==> config.mk <==
export PLATFORM = sky130hd
export DESIGN_NAME = qed_dup_issuer
export DESIGN_NICKNAME = d
export VERILOG_FILES = /design/src/rtl/qed_dup_issuer.sv
export SDC_FILE = /design/constraint.sdc
export NUM_CORES = 1
export LEC_CHECK = 0
export BUFFER_PORTS_ARGS = -buffer_cell sky130_fd_sc_hd__buf_2
export CORE_MARGIN = 2
export CORE_UTILIZATION = 60
export CTS_BUF_LIST = sky130_fd_sc_hd__clkbuf_16
export DETAILED_ROUTE_END_ITERATION = 8
export PLACE_DENSITY = 0.79
export SLEW_MARGIN = 20
export SYNTH_ARGS = -nofsm -noshare
export SYNTH_HDL_FRONTEND = slang
export SYNTH_SLANG_ARGS = --single-unit
==> constraint.sdc <==
create_clock -name clk -period 4.9 [get_ports clk]
set_clock_uncertainty 0.05 [all_clocks]
set_input_delay 0.49 -clock clk [delete_from_list [all_inputs] [get_ports clk]]
set_output_delay 0.49 -clock clk [all_outputs]
set_load 0.005 [all_outputs]
==> src/rtl/qed_dup_issuer.sv <==
// Issue-side SQED duplicate generator: forwards constrained originals to the core,
// queues them, and on request replays each as its register/memory-remapped duplicate.
module qed_dup_issuer #(
  parameter int DEPTH = 8,
  parameter int CNT_W = 8
) (
  input  logic             clk,
  input  logic             rst_n,
  input  logic [31:0]      ifu_instruction,
  input  logic             exec_dup,
  input  logic             stall,
  output logic [31:0]      qed_instruction,
  output logic             qed_is_dup,
  output logic             qed_vld,
  output logic             queue_full,
  output logic [CNT_W-1:0] num_orig,
  output logic [CNT_W-1:0] num_dup,
  output logic             qed_ready
);

  localparam int PTR_W = (DEPTH > 1) ? $clog2(DEPTH) : 1;

  localparam logic [6:0]       OP_NOP    = 7'b1111111;
  localparam logic [6:0]       OP_R      = 7'b0110011;
  localparam logic [6:0]       OP_I      = 7'b0010011;
  localparam logic [6:0]       OP_LW     = 7'b0000011;
  localparam logic [6:0]       OP_SW     = 7'b0100011;
  localparam logic [31:0]      NOP_INSTR = 32'h0000_007F;
  localparam logic [CNT_W-1:0] CNT_MAX   = '1;
  localparam logic [PTR_W:0]   OCC_FULL  = (PTR_W+1)'(DEPTH);
  localparam logic [PTR_W:0]   OCC_ONE   = (PTR_W+1)'(1);

  // Original-instruction queue storage and bookkeeping.
  logic [31:0]      mem_q [DEPTH];
  logic [PTR_W-1:0] wr_ptr_q, wr_ptr_d;
  logic [PTR_W-1:0] rd_ptr_q, rd_ptr_d;
  logic [PTR_W:0]   occ_q, occ_d;

  logic [31:0]      instr_q, instr_d;
  logic             is_dup_q, is_dup_d;
  logic             vld_q, vld_d;
  logic [CNT_W-1:0] orig_q, orig_d;
  logic [CNT_W-1:0] dup_q, dup_d;
  logic             ready_q, ready_d;

  logic        full_w;
  logic        in_nop;
  logic        do_pop;
  logic        do_push;
  logic [31:0] head_w;
  logic [31:0] dup_w;

  // Duplicate remap: bit 4 of each register field moves x0-x15 into x16-x31;
  // bit 30 of a load/store immediate adds 1024, landing in the upper memory half.
  function automatic logic [31:0] dup_xform(input logic [31:0] i);
    logic [31:0] o;
    o = i;
    case (i[6:0])
      OP_R: begin
        o[11] = 1'b1;
        o[19] = 1'b1;
        o[24] = 1'b1;
      end
      OP_I: begin
        o[11] = 1'b1;
        o[19] = 1'b1;
      end
      OP_LW: begin
        o[11] = 1'b1;
        o[30] = 1'b1;
      end
      OP_SW: begin
        o[24] = 1'b1;
        o[30] = 1'b1;
      end
      default: o = i;
    endcase
    return o;
  endfunction

  assign full_w = (occ_q == OCC_FULL);
  assign in_nop = (ifu_instruction[6:0] == OP_NOP);
  assign head_w = mem_q[rd_ptr_q];
  assign dup_w  = dup_xform(head_w);

  // stall is the core's not-ready: while high nothing is consumed or produced and
  // every register holds; with stall low the issued word is taken on the edge.
  assign do_pop  = !stall && exec_dup && (occ_q != '0);
  assign do_push = !stall && !do_pop && !in_nop && !full_w;

  always_comb begin
    instr_d  = instr_q;
    is_dup_d = is_dup_q;
    vld_d    = vld_q;
    wr_ptr_d = wr_ptr_q;
    rd_ptr_d = rd_ptr_q;
    occ_d    = occ_q;
    orig_d   = orig_q;
    dup_d    = dup_q;
    ready_d  = ready_q;

    if (!stall) begin
      if (do_pop) begin
        instr_d  = dup_w;
        is_dup_d = 1'b1;
        vld_d    = 1'b1;
        rd_ptr_d = rd_ptr_q + 1'b1;
        occ_d    = occ_q - OCC_ONE;
        dup_d    = (dup_q == CNT_MAX) ? dup_q : dup_q + 1'b1;
      end else if (in_nop) begin
        instr_d  = ifu_instruction;
        is_dup_d = 1'b0;
        vld_d    = 1'b0;
      end else if (full_w) begin
        instr_d  = NOP_INSTR;
        is_dup_d = 1'b0;
        vld_d    = 1'b0;
      end else begin
        instr_d  = ifu_instruction;
        is_dup_d = 1'b0;
        vld_d    = 1'b1;
        wr_ptr_d = wr_ptr_q + 1'b1;
        occ_d    = occ_q + OCC_ONE;
        orig_d   = (orig_q == CNT_MAX) ? orig_q : orig_q + 1'b1;
      end

      // Lock-step flag tracks the new counts; a saturated counter can no longer be trusted.
      ready_d = (orig_d == dup_d) && (orig_d != '0) &&
                (orig_d != CNT_MAX) && (dup_d != CNT_MAX);
    end
  end

  always_ff @(posedge clk) begin
    if (do_push) begin
      mem_q[wr_ptr_q] <= ifu_instruction;
    end
  end

  always_ff @(posedge clk or negedge rst_n) begin
    if (!rst_n) begin
      instr_q  <= NOP_INSTR;
      is_dup_q <= 1'b0;
      vld_q    <= 1'b0;
      wr_ptr_q <= '0;
      rd_ptr_q <= '0;
      occ_q    <= '0;
      orig_q   <= '0;
      dup_q    <= '0;
      ready_q  <= 1'b0;
    end else begin
      instr_q  <= instr_d;
      is_dup_q <= is_dup_d;
      vld_q    <= vld_d;
      wr_ptr_q <= wr_ptr_d;
      rd_ptr_q <= rd_ptr_d;
      occ_q    <= occ_d;
      orig_q   <= orig_d;
      dup_q    <= dup_d;
      ready_q  <= ready_d;
    end
  end

  assign qed_instruction = instr_q;
  assign qed_is_dup      = is_dup_q;
  assign qed_vld         = vld_q;
  assign queue_full      = full_w;
  assign num_orig        = orig_q;
  assign num_dup         = dup_q;
  assign qed_ready       = ready_q;

endmodule

; ---- Yosys cells after proc, flatten, opt, wreduce, memory -nomap -nowiden
; Memory sizes are Yosys's and may differ from the RTL's.
; Cells that the tools add are included.
[totals]
ramBits = 256
input_bits = 36
ff_bits = 61
word_cells = 78
n_memories = 1
output_inout_bits = 52
[mem_list]
columns = name, words, word_bits, read_ports, rd_ports_with_merged_regs, wr, line_no
row1 = mem_q, 8, 32, 1, 0, 1, 34  ; logic [31:0] mem_q [DEPTH];
[classes]
reduce_logical = 21
n_addsub = 6
n_bitwise = 4
n_eq_ne = 13
n_mux = 24
[ops]
columns = operator, n
row1 = 32-bit 2-to-1 mux, 3
row2 = 8-bit 2-to-1 mux, 8
row3 = "8-bit by 1-bit adder with 8-bit output, second input constant", 2
row4 = "8-bit == test, second input constant", 2
row5 = "8-bit != test, second input constant", 2
row6 = "7-bit by 6-bit == test with 1-bit output, second input constant", 2
row7 = 4-bit 2-to-1 mux, 3
row8 = 1-bit 2-to-1 mux, 10
row9 = 8-bit == test, 1
row10 = 1-bit logical AND, 8
row11 = 8-bit nonzero test, 1
row12 = "7-bit by 2-bit == test with 1-bit output, second input constant", 1
row13 = "7-bit by 5-bit == test with 1-bit output, second input constant", 1
row14 = "7-bit == test, second input constant", 1
row15 = "3-bit by 1-bit adder with 3-bit output, second input constant", 2
row16 = 2-bit OR reduction, 3
row17 = "4-bit by 1-bit adder with 4-bit output, second input constant", 1
row18 = "4-bit == test, second input constant", 1
row19 = 1-bit zero test, 4
row20 = "2-bit by 1-bit != test with 1-bit output, second input constant", 2
row21 = 1-bit inverter, 4
row22 = 4-bit AND reduction, 1
row23 = 4-bit nonzero test, 1
row24 = "4-bit by 1-bit subtractor with 4-bit output, second input constant", 1
row25 = 3 further kinds, 3

; ---- Logic depth before layout (Yosys ltp)
[logic_depth]
word_depth = 10
depth_mapped = 11

; ---- Least setup slack after synthesis
; No wires, ideal clock.
[synth_path]
path_kind = register to register
startpoint = register occ_q[2]
endpoint = memory mem_q[1][0] (enable)
synth_period_minus_slack_ps = 4335
arrival_ps = 3824
setup_ps = 461
required_ps = 4389
slack_ps = 565
path_stages_with_launch = 8
path_cell_list = dfrtp_1 > nor4_4 > or2_1 > buf_4 > nand2_1 > nor2_1 > nand2_1 > nor3_1
[synth_between]
elab_chain_cells = 8
[synth_lines]
columns = element, line_no
row1 = "start, declared", 37  ; logic [PTR_W:0] occ_q, occ_d;
row2 = "start signal, assigned", 146  ; occ_q <= '0;
row3 = "start signal, assigned", 156  ; occ_q <= occ_d;
row4 = 4-bit nonzero test, 88  ; assign do_pop = !stall && exec_dup && (occ_q != '0);
row5 = 1-bit logical AND, 88
row6 = 1-bit zero test, 89  ; assign do_push = !stall && !do_pop && !in_nop && !full_w;
row7 = 1-bit logical AND (2 in series), 89
row8 = 1-bit logical AND *, 89
row9 = 1-bit 2-to-1 mux *, 134  ; if (do_push) begin
row10 = 1-bit 2-to-1 mux (implied by the code) *, 135  ; mem_q[wr_ptr_q] <= ifu_instruction;
row11 = "end, declared", 34
; Mark *: on every way between the ends. The rest lies on a longest branch, timed or not.

; ---- Final worst setup path
[layout_path]
startpoint = register occ_q[0]
endpoint = memory mem_q[3][26] (enable)
; The elaborated chain is that of the path after synthesis.

==> results.toml <==
[run_status]
outcome = "finished, final reports clean"

[power]
irDropWorstVdd_mv = 0.3872
pwr-share-clk_pct = 28.0
power-per-cell-area_nw_per_um2 = 567.2
internal_power_uw = 5908
power.switching_uw = 2537
power_frac_seq_pct = 45.0
combPwrFrac_pct = 27.0
netSwitchingFraction_pct = 30.04
leakage_uw = 0.005276

[global_routing]
grt_pass1_wl_um = 43270
antenna_found_initial = 1
track_usage_pct = 25.46
grt_overflow = 0
grt_pass1_vias = 7584
grt_max_degree = 77

[placement]
place_ws_ps = 1367
gp_congestion = 0.8604
hpwl_um = 16190
port_buffers = 87
numPlacedInstances = 1074

[synthesis]
seq_area_frac_synth_pct = 70.63
synth.distinct_cells = 62
yosys_warnings = 0
synthesis.area_um2 = 13060
syn_nets = 776
avgSynthCellArea_um2 = 17.81
postSynthCellCount = 733
ys.flop_type = "edfxtp_1"
ys_ff_latch = 317
synth_edf_count = 256
async_flop_share_pct = 19.24

[run]
maxCapViolations = 0

[setup_path]
r2r_start = "occ_q[0]$_DFFE_PN0P_"
cp.required_ps = 5030
worst_setup_path_end_kind = "flip-flop"
cp_max_fo = 20
crit_type = "reg2reg"
start_kind = "flip-flop"
reg2regPathDepth = 8
r2r_end = "mem_q[3][26]$_DFFE_PP_"
arrival_ps = 3680
cp-startpoint = "occ_q[0]$_DFFE_PN0P_"
r2r_slack_ps = 1360

[sta]
setup_tns_ps = 0
finalSetupViolCount = 0
grt_setup_unrepaired = "false"
finalCritPeriodShare_pct = 72.29
worstMarginPinSlew_ps = 888.3
relSlewSlack_pct = 40.78
fin_ws_ps = 1358
period_needed_ps = 3542
hold_viol = 0
fmax_mhz = 282.3
drv_slew = 0

[clocking]
clk_path_buf_depth = 3
cts_tree = "done"
clk_pin_slew_ps = 60
h-tree-depth = 2
clock_sinks = 317
worstSkewPairLatency_ps = 500
cts-resized-gates = 0
cts_buffers = 34
ctsRootBufferMaster = "clkbuf_16"
cts-hold-fix-buffers = 0
cts_setup_buffers = 0

[floorplanning]
initial_core_util_pct = 61.53
dieArea_um2 = 22960
io_pins = 88
row_count = 53
die_w_um = 151.5
die_h_um = 151.5
core_area_um2 = 21220

[route]
drt_iter0_markers = 623
final_antenna_net_count = 0
drt_pass1_iterations = 5
vias = 7302
drc_errors = 0
drt-total-wl_um = 27710
routedWlPerCell_um = 24.46
post_drt_via_cell_ratio = 6.445

[cells_and_area]
layout.cells.most_common = "edfxtp_1"
areaGrowthSynthToFinish_pct = 14.02
mostFrequentLayoutCells = "edfxtp_1, buf_2, mux4_2"
antennaDiodeCount = 0
final_nets = 878
layoutNonFillerInstCount = 1133
drive_above_1_share_pct = 31.59
nFillCells = 1335

[worst_hold_path]
hold_class = "in2async"
## final cells by class
type                    count  area (um^2)  share of cell area [%]
inverters                  33        126.4                  0.8488
well taps                 275        344.1                   2.311
clock inverters            24        156.4                   1.051
clock buffers              35        875.8                   5.883
flip-flops and latches    317         9229                   61.99
repair buffers            105        570.5                   3.832
multi-input cells         344         3586                   24.09
## per-layer routing
| metal | part of all wire (%) | vias to the layer above | routed length (um) | GRT usage (%) |
|---|---|---|---|---|
| li1 | - | 3156 | - | - |
| met1 | 40 | 3752 | 10990 | 35.07 |
| met2 | 51 | 335 | 14160 | 42.62 |
| met3 | 7.1 | 57 | 1981 | 4.581 |
| met4 | 2.0 | 2 | 564 | 7.361 |
| met5 | 0.047 | - | 13 | 0 |
## power by group through the flow
stage	registers, uW	clock network [uW]	logic (uW)
6_report	3800	2360	2280
5_1_grt	3870	2510	2460
4_1_cts	3810	2400	2290
3_5_place_dp	3860	0	2260
3_3_place_gp	3820	0	2190
2_1_floorplan	3630	0	1760
## kinds of logic (layout without fill, tap and decap cells)
logic type      after synthesis  count (layout)  share of synthesized area, %
compound gates               93              93                         5.385
xor+xnor                     21              21                         1.466
fa+ha+maj                     7               7                        0.7282
buf+inv                      72             197                         2.348
flops                       317             317                         70.63
mux                         104             104                         14.38
simple gates                119             119                         5.059
## flip-flops by register name, summed over array words and instances, names as in the netlist
name / count
qed_is_dup: 1
wr_ptr_q: 3
occ_q: 4
num_orig: 8
qed_ready: 1
rd_ptr_q: 3
qed_instruction: 32
num_dup: 8
mem_q: 256
qed_vld: 1
## per-stage QoR
step                util, %  total power (uW)  area, um^2  hold slack, ps
CTS                   70.16              8502       14890           162.0
floorplan                 -              5387       13060           144.4
detailed placement    65.29              6117       13860           421.3
finish                70.16              8444       14890           128.7
global route          70.16              8843       14890           211.3
global placement      65.29              6010       13860           409.4
## worst max-delay path, stage by stage (launching register included)
cell and delay [ps]:
dfrtp_1 490, nor4_4 420, or2_1 160, buf_4 230, nand2_1 150, nor2_1 340
nand2_1 310, nor2_4 680, buf_4 370
## cell usage after synthesis, drive strengths merged, types with 17 or more instances
library cell | instances | share of area (%)
nand2 | 38 | 1.1
clkbuf | 21 | 0.60
buf | 18 | 0.78
edfxtp | 256 | 59
mux4 | 64 | 11
nor2 | 17 | 0.49
dfrtp | 54 | 10
a221oi | 25 | 1.7
inv | 33 | 0.97
mux2 | 29 | 2.5
a21oi | 25 | 0.96
## worst max path at each step
stage                                        end  slack [ps]  cells past startpoint
after CTS                 mem_q[3][25]$_DFFE_PP_        1360                      8
after global routing      mem_q[3][26]$_DFFE_PP_        1140                      8
final                     mem_q[3][26]$_DFFE_PP_        1360                      8
after global placement    mem_q[3][17]$_DFFE_PP_        1500                      8
after detailed placement  mem_q[7][28]$_DFFE_PP_        1370                      8
after floorplan            mem_q[1][0]$_DFFE_PP_         570                      7
No activity file was read; power rests on OpenSTA's default activity.
